===== src/rtl/hamming_pkg.sv =====
// hamming_pkg: shared widths, parity-check rows, encoder and FSM states.
// HAMMING_TX_GAP_EN adds the one-cycle GAP state between codewords.
package hamming_pkg;

   localparam int DATA_W = 4;
   localparam int CW_W   = 8;

   localparam logic [CW_W-1:0] H_ROW0 = 8'b00111010;
   localparam logic [CW_W-1:0] H_ROW1 = 8'b01001110;
   localparam logic [CW_W-1:0] H_ROW2 = 8'b10011100;

`ifdef HAMMING_TX_GAP_EN
   typedef enum logic [1:0] {
      ST_IDLE,
      ST_SHIFT,
      ST_GAP
   } tx_state_t;
`else
   typedef enum logic [1:0] {
      ST_IDLE,
      ST_SHIFT
   } tx_state_t;
`endif

   function automatic logic [CW_W-1:0] hamming_encode(
      input logic [DATA_W-1:0] d
   );
      logic [CW_W-1:0] c;
      c    = '0;
      c[1] = d[3];
      c[2] = d[2];
      c[3] = d[1];
      c[4] = d[0];
      c[5] = c[4] ^ c[3] ^ c[1];
      c[6] = c[3] ^ c[2] ^ c[1];
      c[7] = c[4] ^ c[3] ^ c[2];
      c[0] = ^c[7:1];
      return c;
   endfunction

endpackage


===== src/rtl/hamming_tx_serializer_fifo.sv =====
// nibble_fifo: synchronous FIFO with push, pop, full, empty and count.
// DEPTH must be a power of two so the pointers wrap for free.
module nibble_fifo #(
   parameter int DEPTH = 4,
   parameter int WIDTH = 4
) (
   input  logic                     clk,
   input  logic                     reset,
   input  logic                     push_i,
   input  logic [WIDTH-1:0]         data_i,
   input  logic                     pop_i,
   output logic [WIDTH-1:0]         data_o,
   output logic                     full_o,
   output logic                     empty_o,
   output logic [$clog2(DEPTH):0]   count_o
);

   localparam int PW = $clog2(DEPTH);
   localparam int CW = PW + 1;

   logic [WIDTH-1:0] mem_q [DEPTH];
   logic [PW-1:0]    wr_ptr_q, wr_ptr_d;
   logic [PW-1:0]    rd_ptr_q, rd_ptr_d;
   logic [CW-1:0]    count_q, count_d;
   logic             do_push, do_pop;

   assign full_o  = (count_q == CW'(DEPTH));
   assign empty_o = (count_q == '0);
   assign count_o = count_q;
   assign data_o  = mem_q[rd_ptr_q];
   assign do_push = push_i && !full_o;
   assign do_pop  = pop_i && !empty_o;

   // Next pointers and occupancy; push+pop together leaves count alone
   always_comb begin
      wr_ptr_d = wr_ptr_q;
      rd_ptr_d = rd_ptr_q;
      count_d  = count_q;
      if (do_push) wr_ptr_d = wr_ptr_q + PW'(1);
      if (do_pop)  rd_ptr_d = rd_ptr_q + PW'(1);
      unique case ({do_push, do_pop})
         2'b10:   count_d = count_q + CW'(1);
         2'b01:   count_d = count_q - CW'(1);
         default: count_d = count_q;
      endcase
   end

   // Pointer and count registers
   always_ff @(posedge clk) begin
      if (reset) begin
         wr_ptr_q <= '0;
         rd_ptr_q <= '0;
         count_q  <= '0;
      end else begin
         wr_ptr_q <= wr_ptr_d;
         rd_ptr_q <= rd_ptr_d;
         count_q  <= count_d;
      end
   end

   // Storage needs no reset; empty FIFO contents are never read
   always_ff @(posedge clk) begin
      if (do_push) mem_q[wr_ptr_q] <= data_i;
   end

endmodule


===== src/rtl/hamming_tx_serializer.sv =====
// hamming_tx_serializer: buffers nibbles, encodes them and shifts each
// codeword out LSB first. HAMMING_TX_GAP_EN inserts one idle bit between words.
module hamming_tx_serializer
   import hamming_pkg::*;
#(
   parameter int FIFO_DEPTH = 4
) (
   input  logic                          clk,
   input  logic                          reset,
   input  logic                          in_valid,
   output logic                          in_ready,
   input  logic [3:0]                    in_data,
   output logic                          out_bit,
   output logic                          out_en,
   output logic                          out_sof,
   output logic [$clog2(FIFO_DEPTH):0]   fifo_count
);

   tx_state_t          state_q, state_d;
   logic [CW_W-1:0]    sr_q, sr_d;
   logic [2:0]         bitcnt_q, bitcnt_d;
   logic               push, pop, full, empty;
   logic [DATA_W-1:0]  fifo_dout;

   assign in_ready = !full;
   assign push     = in_valid && in_ready;

   nibble_fifo #(
      .DEPTH (FIFO_DEPTH),
      .WIDTH (DATA_W)
   ) u_fifo (
      .clk     (clk),
      .reset   (reset),
      .push_i  (push),
      .data_i  (in_data),
      .pop_i   (pop),
      .data_o  (fifo_dout),
      .full_o  (full),
      .empty_o (empty),
      .count_o (fifo_count)
   );

   // Next state, shift register load/shift and serial outputs
   always_comb begin
      state_d  = state_q;
      sr_d     = sr_q;
      bitcnt_d = bitcnt_q;
      pop      = 1'b0;
      out_bit  = 1'b0;
      out_en   = 1'b0;
      out_sof  = 1'b0;
      unique case (state_q)
         ST_IDLE: begin
            if (!empty) begin
               pop      = 1'b1;
               sr_d     = hamming_encode(fifo_dout);
               bitcnt_d = '0;
               state_d  = ST_SHIFT;
            end
         end
         ST_SHIFT: begin
            out_bit  = sr_q[0];
            out_en   = 1'b1;
            out_sof  = (bitcnt_q == 3'd0);
            sr_d     = {1'b0, sr_q[CW_W-1:1]};
            bitcnt_d = bitcnt_q + 3'd1;
            if (bitcnt_q == 3'd7) begin
`ifdef HAMMING_TX_GAP_EN
               state_d = ST_GAP;
`else
               if (!empty) begin
                  pop      = 1'b1;
                  sr_d     = hamming_encode(fifo_dout);
                  bitcnt_d = '0;
               end else begin
                  state_d = ST_IDLE;
               end
`endif
            end
         end
`ifdef HAMMING_TX_GAP_EN
         ST_GAP: begin
            if (!empty) begin
               pop      = 1'b1;
               sr_d     = hamming_encode(fifo_dout);
               bitcnt_d = '0;
               state_d  = ST_SHIFT;
            end else begin
               state_d = ST_IDLE;
            end
         end
`endif
         default: state_d = ST_IDLE;
      endcase
   end

   // State, shift register and bit counter; reset aborts any codeword
   always_ff @(posedge clk) begin
      if (reset) begin
         state_q  <= ST_IDLE;
         sr_q     <= '0;
         bitcnt_q <= '0;
      end else begin
         state_q  <= state_d;
         sr_q     <= sr_d;
         bitcnt_q <= bitcnt_d;
      end
   end

endmodule


===== config.mk =====
export PLATFORM = sky130hd
export DESIGN_NAME = hamming_tx_serializer
export DESIGN_NICKNAME = d
export VERILOG_FILES = /design/src/rtl/hamming_pkg.sv /design/src/rtl/hamming_tx_serializer_fifo.sv /design/src/rtl/hamming_tx_serializer.sv
export SDC_FILE = /design/constraint.sdc
export NUM_CORES = 1
export LEC_CHECK = 0
export BUFFER_PORTS_ARGS = -buffer_cell sky130_fd_sc_hd__clkbuf_2
export CAP_MARGIN = 10
export CORE_MARGIN = 4
export CORE_UTILIZATION = 60
export CTS_BUF_LIST = sky130_fd_sc_hd__clkbuf_16
export DETAILED_ROUTE_END_ITERATION = 7
export GPL_TIMING_DRIVEN = 0
export PLACE_DENSITY = 0.85
export SYNTH_ARGS = -nofsm -noshare
export SYNTH_HDL_FRONTEND = slang
export SYNTH_HIERARCHICAL = 1
export SYNTH_SLANG_ARGS = --single-unit
export TNS_END_PERCENT = 1

===== constraint.sdc =====
create_clock -name clk -period 4.29 [get_ports clk]
set_clock_uncertainty 0.05 [all_clocks]
set_input_delay 0.858 -clock clk [delete_from_list [all_inputs] [get_ports clk]]
set_output_delay 0.858 -clock clk [all_outputs]
set_load 0.02 [all_outputs]

# == Yosys cells after proc, flatten, opt, wreduce, memory -nomap -nowiden ==
# Memory sizes are Yosys's and may differ from the RTL's. A register that Yosys moved wholly into a read port is not among the register bits.
# Index checks and enable logic that the tools add are counted.
# word_totals
n_memories,1
elab_cells,61
in_bits,7
mem_bits_rw,16
reg_bits,20
# mem_list
memory,depth,width,rd,rd_clocked_by_memory_dff,wr,line,rtl
u_fifo.mem_q,4,4,1,1,1,hamming_tx_serializer_fifo.sv:21,logic [WIDTH-1:0] mem_q [DEPTH];
# classes
n_reduce_logical,13
addsub,5
eq_ne,8
n_bitwise,5
n_mux,23
# op_table
op,count
$mux 8,3
$pmux 8 s2,1
$pmux 3 s2,2
$mux 2,5
$mux 3,3
$mux 1,7
$reduce_xor 7->1,1
$add 3x1->3 const B,2
$eq 3x3->1 const B,2
$logic_not 3->1,2
$ne 2x2->1 const B,3
$xor 1x1->1,5
$add 2x1->2 const B,2
$eq 2x1->1 const B,2
$pmux 2 s2,1
$reduce_bool 2->1,2
$logic_and 1x1->1,3
$reduce_and 3->1,1
$sub 3x1->3 const B,1
$eq 2x2->1 const B,1
$logic_not 1->1,2
$logic_not 2->1,1
$pmux 1 s2,1
$reduce_and 2->1,1

# == Depth between registers and ports, before layout ==
# logic_depth
ltp_word,7
mapped_depth,12
ltp_nobuf,12

# == By module ==
# The synthesis kept the hierarchy.
# modules_own_cells
mod,seq_area_each_um2,area_per_inst_um2,cells_each,instances
nibble_fifo,660.6,1056.0,74,1
hamming_tx_serializer,240.2,678.2,77,1

# == Worst setup path before layout ==
# OpenSTA, ideal clock, no wires.
# synth_timing
path_type,reg2reg
startpoint,reg bitcnt_q[0]
endpoint,"reg u_fifo.count_q[2], in the netlist u_fifo/count_o[2]"
arrival_time_ns,2.375
path_slack_ns,1.795
path_stages_with_launch,13
required_ns,4.170
path_buffers,0
cell_sequence,dfxtp_1 > ha_1 > ha_1 > and2b_1 > nor2_1 > o31ai_2 > inv_1 > ha_1 > inv_1 > fa_1 > xor2_1 > or3_1 > a21oi_1
# synth_via
elab_chain_cells,6
elab_cells_between_ends,8
classes_between,eq/ne: 3; mux: 3; reduce/logical: 2
# synth_lines
item,line,rtl
start: declaration,hamming_tx_serializer.sv:21,"logic [2:0] bitcnt_q, bitcnt_d;"
start signal: assignment,hamming_tx_serializer.sv:106,bitcnt_q <= bitcnt_d;
$eq 3x3->1 (*),hamming_tx_serializer.sv:67,if (bitcnt_q == 3'd7) begin
$mux 1 (*),hamming_tx_serializer.sv:67,
$pmux 1 s2 (*),hamming_tx_serializer.sv:52,unique case (state_q)
via pop,hamming_tx_serializer.sv:22,"logic push, pop, full, empty;"
$logic_and 1x1->1 (*),hamming_tx_serializer_fifo.sv:32,assign do_pop = pop_i && !empty_o;
via u_fifo.do_pop,hamming_tx_serializer_fifo.sv:25,"logic do_push, do_pop;"
$eq 2x1->1 / $eq 2x2->1 (equally long branches),hamming_tx_serializer_fifo.sv:41,"unique case ({do_push, do_pop})"
$pmux 3 s2 / $reduce_bool 2->1 (equally long branches),-,
end signal: assignment,hamming_tx_serializer_fifo.sv:57,count_q <= count_d;
end: declaration,hamming_tx_serializer_fifo.sv:24,"logic [CW-1:0] count_q, count_d;"
# The timed path passes the listed nets; every way through them passes the cells marked *.
# A chain may end at the register's enable or synchronous reset.

# == Final worst setup path ==
# Same ends and word-level chain as after synthesis.

==> metrics <==
status completed; vias in the first global route 1124; Die H 61.76 um; Worst EP required between 4 and 5 ns; Worst Hold Depth 2; critical path launch point type flip-flop; register area share after synthesis 0.5195; count of buffers from port buffering 13; path depth of the worst reg2reg path 12; crit share post-route 0.6638; dpl ws about 1.5 ns; DR DRC count 0; Yosys Warn Count 6; CTS root buffer clkbuf_16; GRT Overall Usage 0.1936; Worst-Skew Late Latency 0.28 ns; Die ar. 3814 um^2; maxcap violations 0; critical path endpoint category flip-flop; Pre-Repair DR Iteration Count 4; top cell type's share of synthesized area 0.2771; final WL between 3000 and 4000 um; cts repair resizes 0; antenna cells 0; Slew HR 0.6752; final hold violations 0; CTS tree built; syn_area_per_cell between 10 and 15 um^2; worst min-delay path class reg2reg; die width 61.76 um; Via density a little under 6; Hold Path Origin bitcnt_q[0]; Area growth, synth to finish 13.85%; initial core utilization 0.6289; I/O pin count 14; placement row count 19; fillcell total ~210; Slew @ Worst Pin 0.4872 ns; Synth Area in Simple Gates 0.1407; fin nets 187; Longest Clk Path Bufs 2; via count 1186; post-DP HPWL approximately 2300 um; Post-CTS Hold Fix Bufs 0; post-synth design cell area ~1700 um^2; Post-synth EDFFs 16; peak supply drop ~640 uV; TNS Setup 0 ns; post-layout min period roughly 2.8 ns; ranking of synthesized cells by area edfxtp_1, dfxtp_1, ha_1; Leak roughly 0.76 nW; core area 2758 um^2; post-synthesis net count 167; cells after synthesis about 150; Placed Cells around 200; GR Overflow Total 0; Worst Setup SP bitcnt_q[0]; initial DRC count between 50 and 60; Final Setup Violations 0; crit-path max FO 4; postcts setup bufs 0; mux share of post-synthesis cell area 0.05772; crit path kind reg2reg; largest net degree at the start of global routing 12; first-pass GRT wire length 5099 um; most common cell in the synthesized netlist dfxtp_1; Post-synth ARST share 0; post-detailed-route count of antenna-violating nets 0; achievable frequency 351.2 MHz; post-route core utilization 0.7160; Netlist cell types 39; Cell Area, Placed approximately 1800 um^2; Reg-to-Reg Start bitcnt_q[0]; design area about 2000 um^2; hold_ws 0.4350 ns; Clock Pin Slew Worst Setup and Hold Paths 0.05 ns; commonest cells in the netlist dfxtp_1, edfxtp_1, nor2_1, inv_1, ha_1; Critical Path AT roughly 3.0 ns; #FFs+latches synth 37; final worst setup slack between 1 and 1.5 ns; xor-xnor portion of the synthesized cell area 0.04978; Clock Sinks 37; antenna violations before repair 0; Power Density about 750 nW/um^2; Synth Area in Adders 0.06926; Synth area leader edfxtp_1; layout cell share with drive strength beyond 1 0.1860; top_reg_cell synth dfxtp_1; routed len/inst roughly 16 um; max-slew violation count 0; Placer Congestion 0.8032; H-tree levels 2; unrepaired setup endpoints after global routing no; Layout Cells excl Fill around 200; post-synthesis compound-gate area fraction 0.1118; main combinational cell family by area after synthesis simple AND/OR/NAND/NOR gates; Power, Total between 1 and 1.5 mW; total CTS buffers 5
-- power by group --
| group | leakage [nW] | internal, mW | switching (mW) | total [mW] |
|---|---|---|---|---|
| combinational | 0.366 | 0.265 | 0.345 | 0.610 |
| sequential | 0.319 | 0.455 | 0.0755 | 0.531 |
| clock | 0.0738 | 0.208 | 0.125 | 0.333 |
-- per-layer routing --
layer / vias to the layer above / wire [um] / share of wire / track usage
li1: 580 / - / - / -
met5: - / 0 / 0 / 0
met1: 575 / 1246 / 0.39 / 0.2024
met4: 0 / 83 / 0.026 / 0.09697
met2: 21 / 1712 / 0.54 / 0.3393
met3: 10 / 136 / 0.043 / 0.07231
-- sequential cells by signal, summed over array words and instances (netlist names), named ones only --
name	flops
bitcnt_q	3
sr_q	8
state_q	1
u_fifo/count_o	3
u_fifo/mem_q	16
u_fifo/rd_ptr_q	2
u_fifo/wr_ptr_q	2
-- worst paths after layout --
| path | end | slack [ns] |
|---|---|---|
| max | u_fifo/count_o[2] | 1.44 |
| min | bitcnt_q[0] | 0.43 |
| max reg2reg | u_fifo/count_o[2] | 1.44 |
| min reg2reg | bitcnt_q[0] | 0.43 |
-- critical path, cell delays in order (launching register included) --
cell and delay (ns):
dfxtp_1 0.36, ha_1 0.17, ha_1 0.18, and2b_1 0.23, nor2_1 0.32, o31ai_2 0.15, inv_1 0.09, ha_1 0.18
inv_1 0.06, fa_1 0.38, xor2_1 0.17, or3_1 0.31, a21oi_1 0.13
-- cell type report --
cell class	count	area, um^2	area share
Multi-Input combinational cell	94	744.5	0.3771
Clock inverter	3	11.26	0.005703
Buffer	6	36.28	0.01838
Tap cell	31	38.79	0.01965
Timing Repair Buffer	13	65.06	0.03295
Inverter	14	52.55	0.02662
Sequential cell	37	900.9	0.4563
Clock buffer	5	125.1	0.06337
-- placed cells by master, fill, tap and decap left out, drive strengths merged, types with 6 or more instances in the layout --
cell | netlist | routed
buf | 6 | 6
nor2 | 15 | 15
ha | 8 | 8
dfxtp | 21 | 21
o21ai | 7 | 7
edfxtp | 16 | 16
inv | 14 | 16
a21oi | 6 | 6
clkbuf | 0 | 18
-- cells by family after synthesis --
logic type / Yosys count
XOR/XNOR: 9
multiplexers: 5
flip-flops: 37
AND/OR/NAND/NOR: 44
adder cells (fa/ha/maj): 9
buffers and inverters: 20
AO/OA/AOI/OAI: 27
Note: power is estimated with default switching activity, not from simulation.
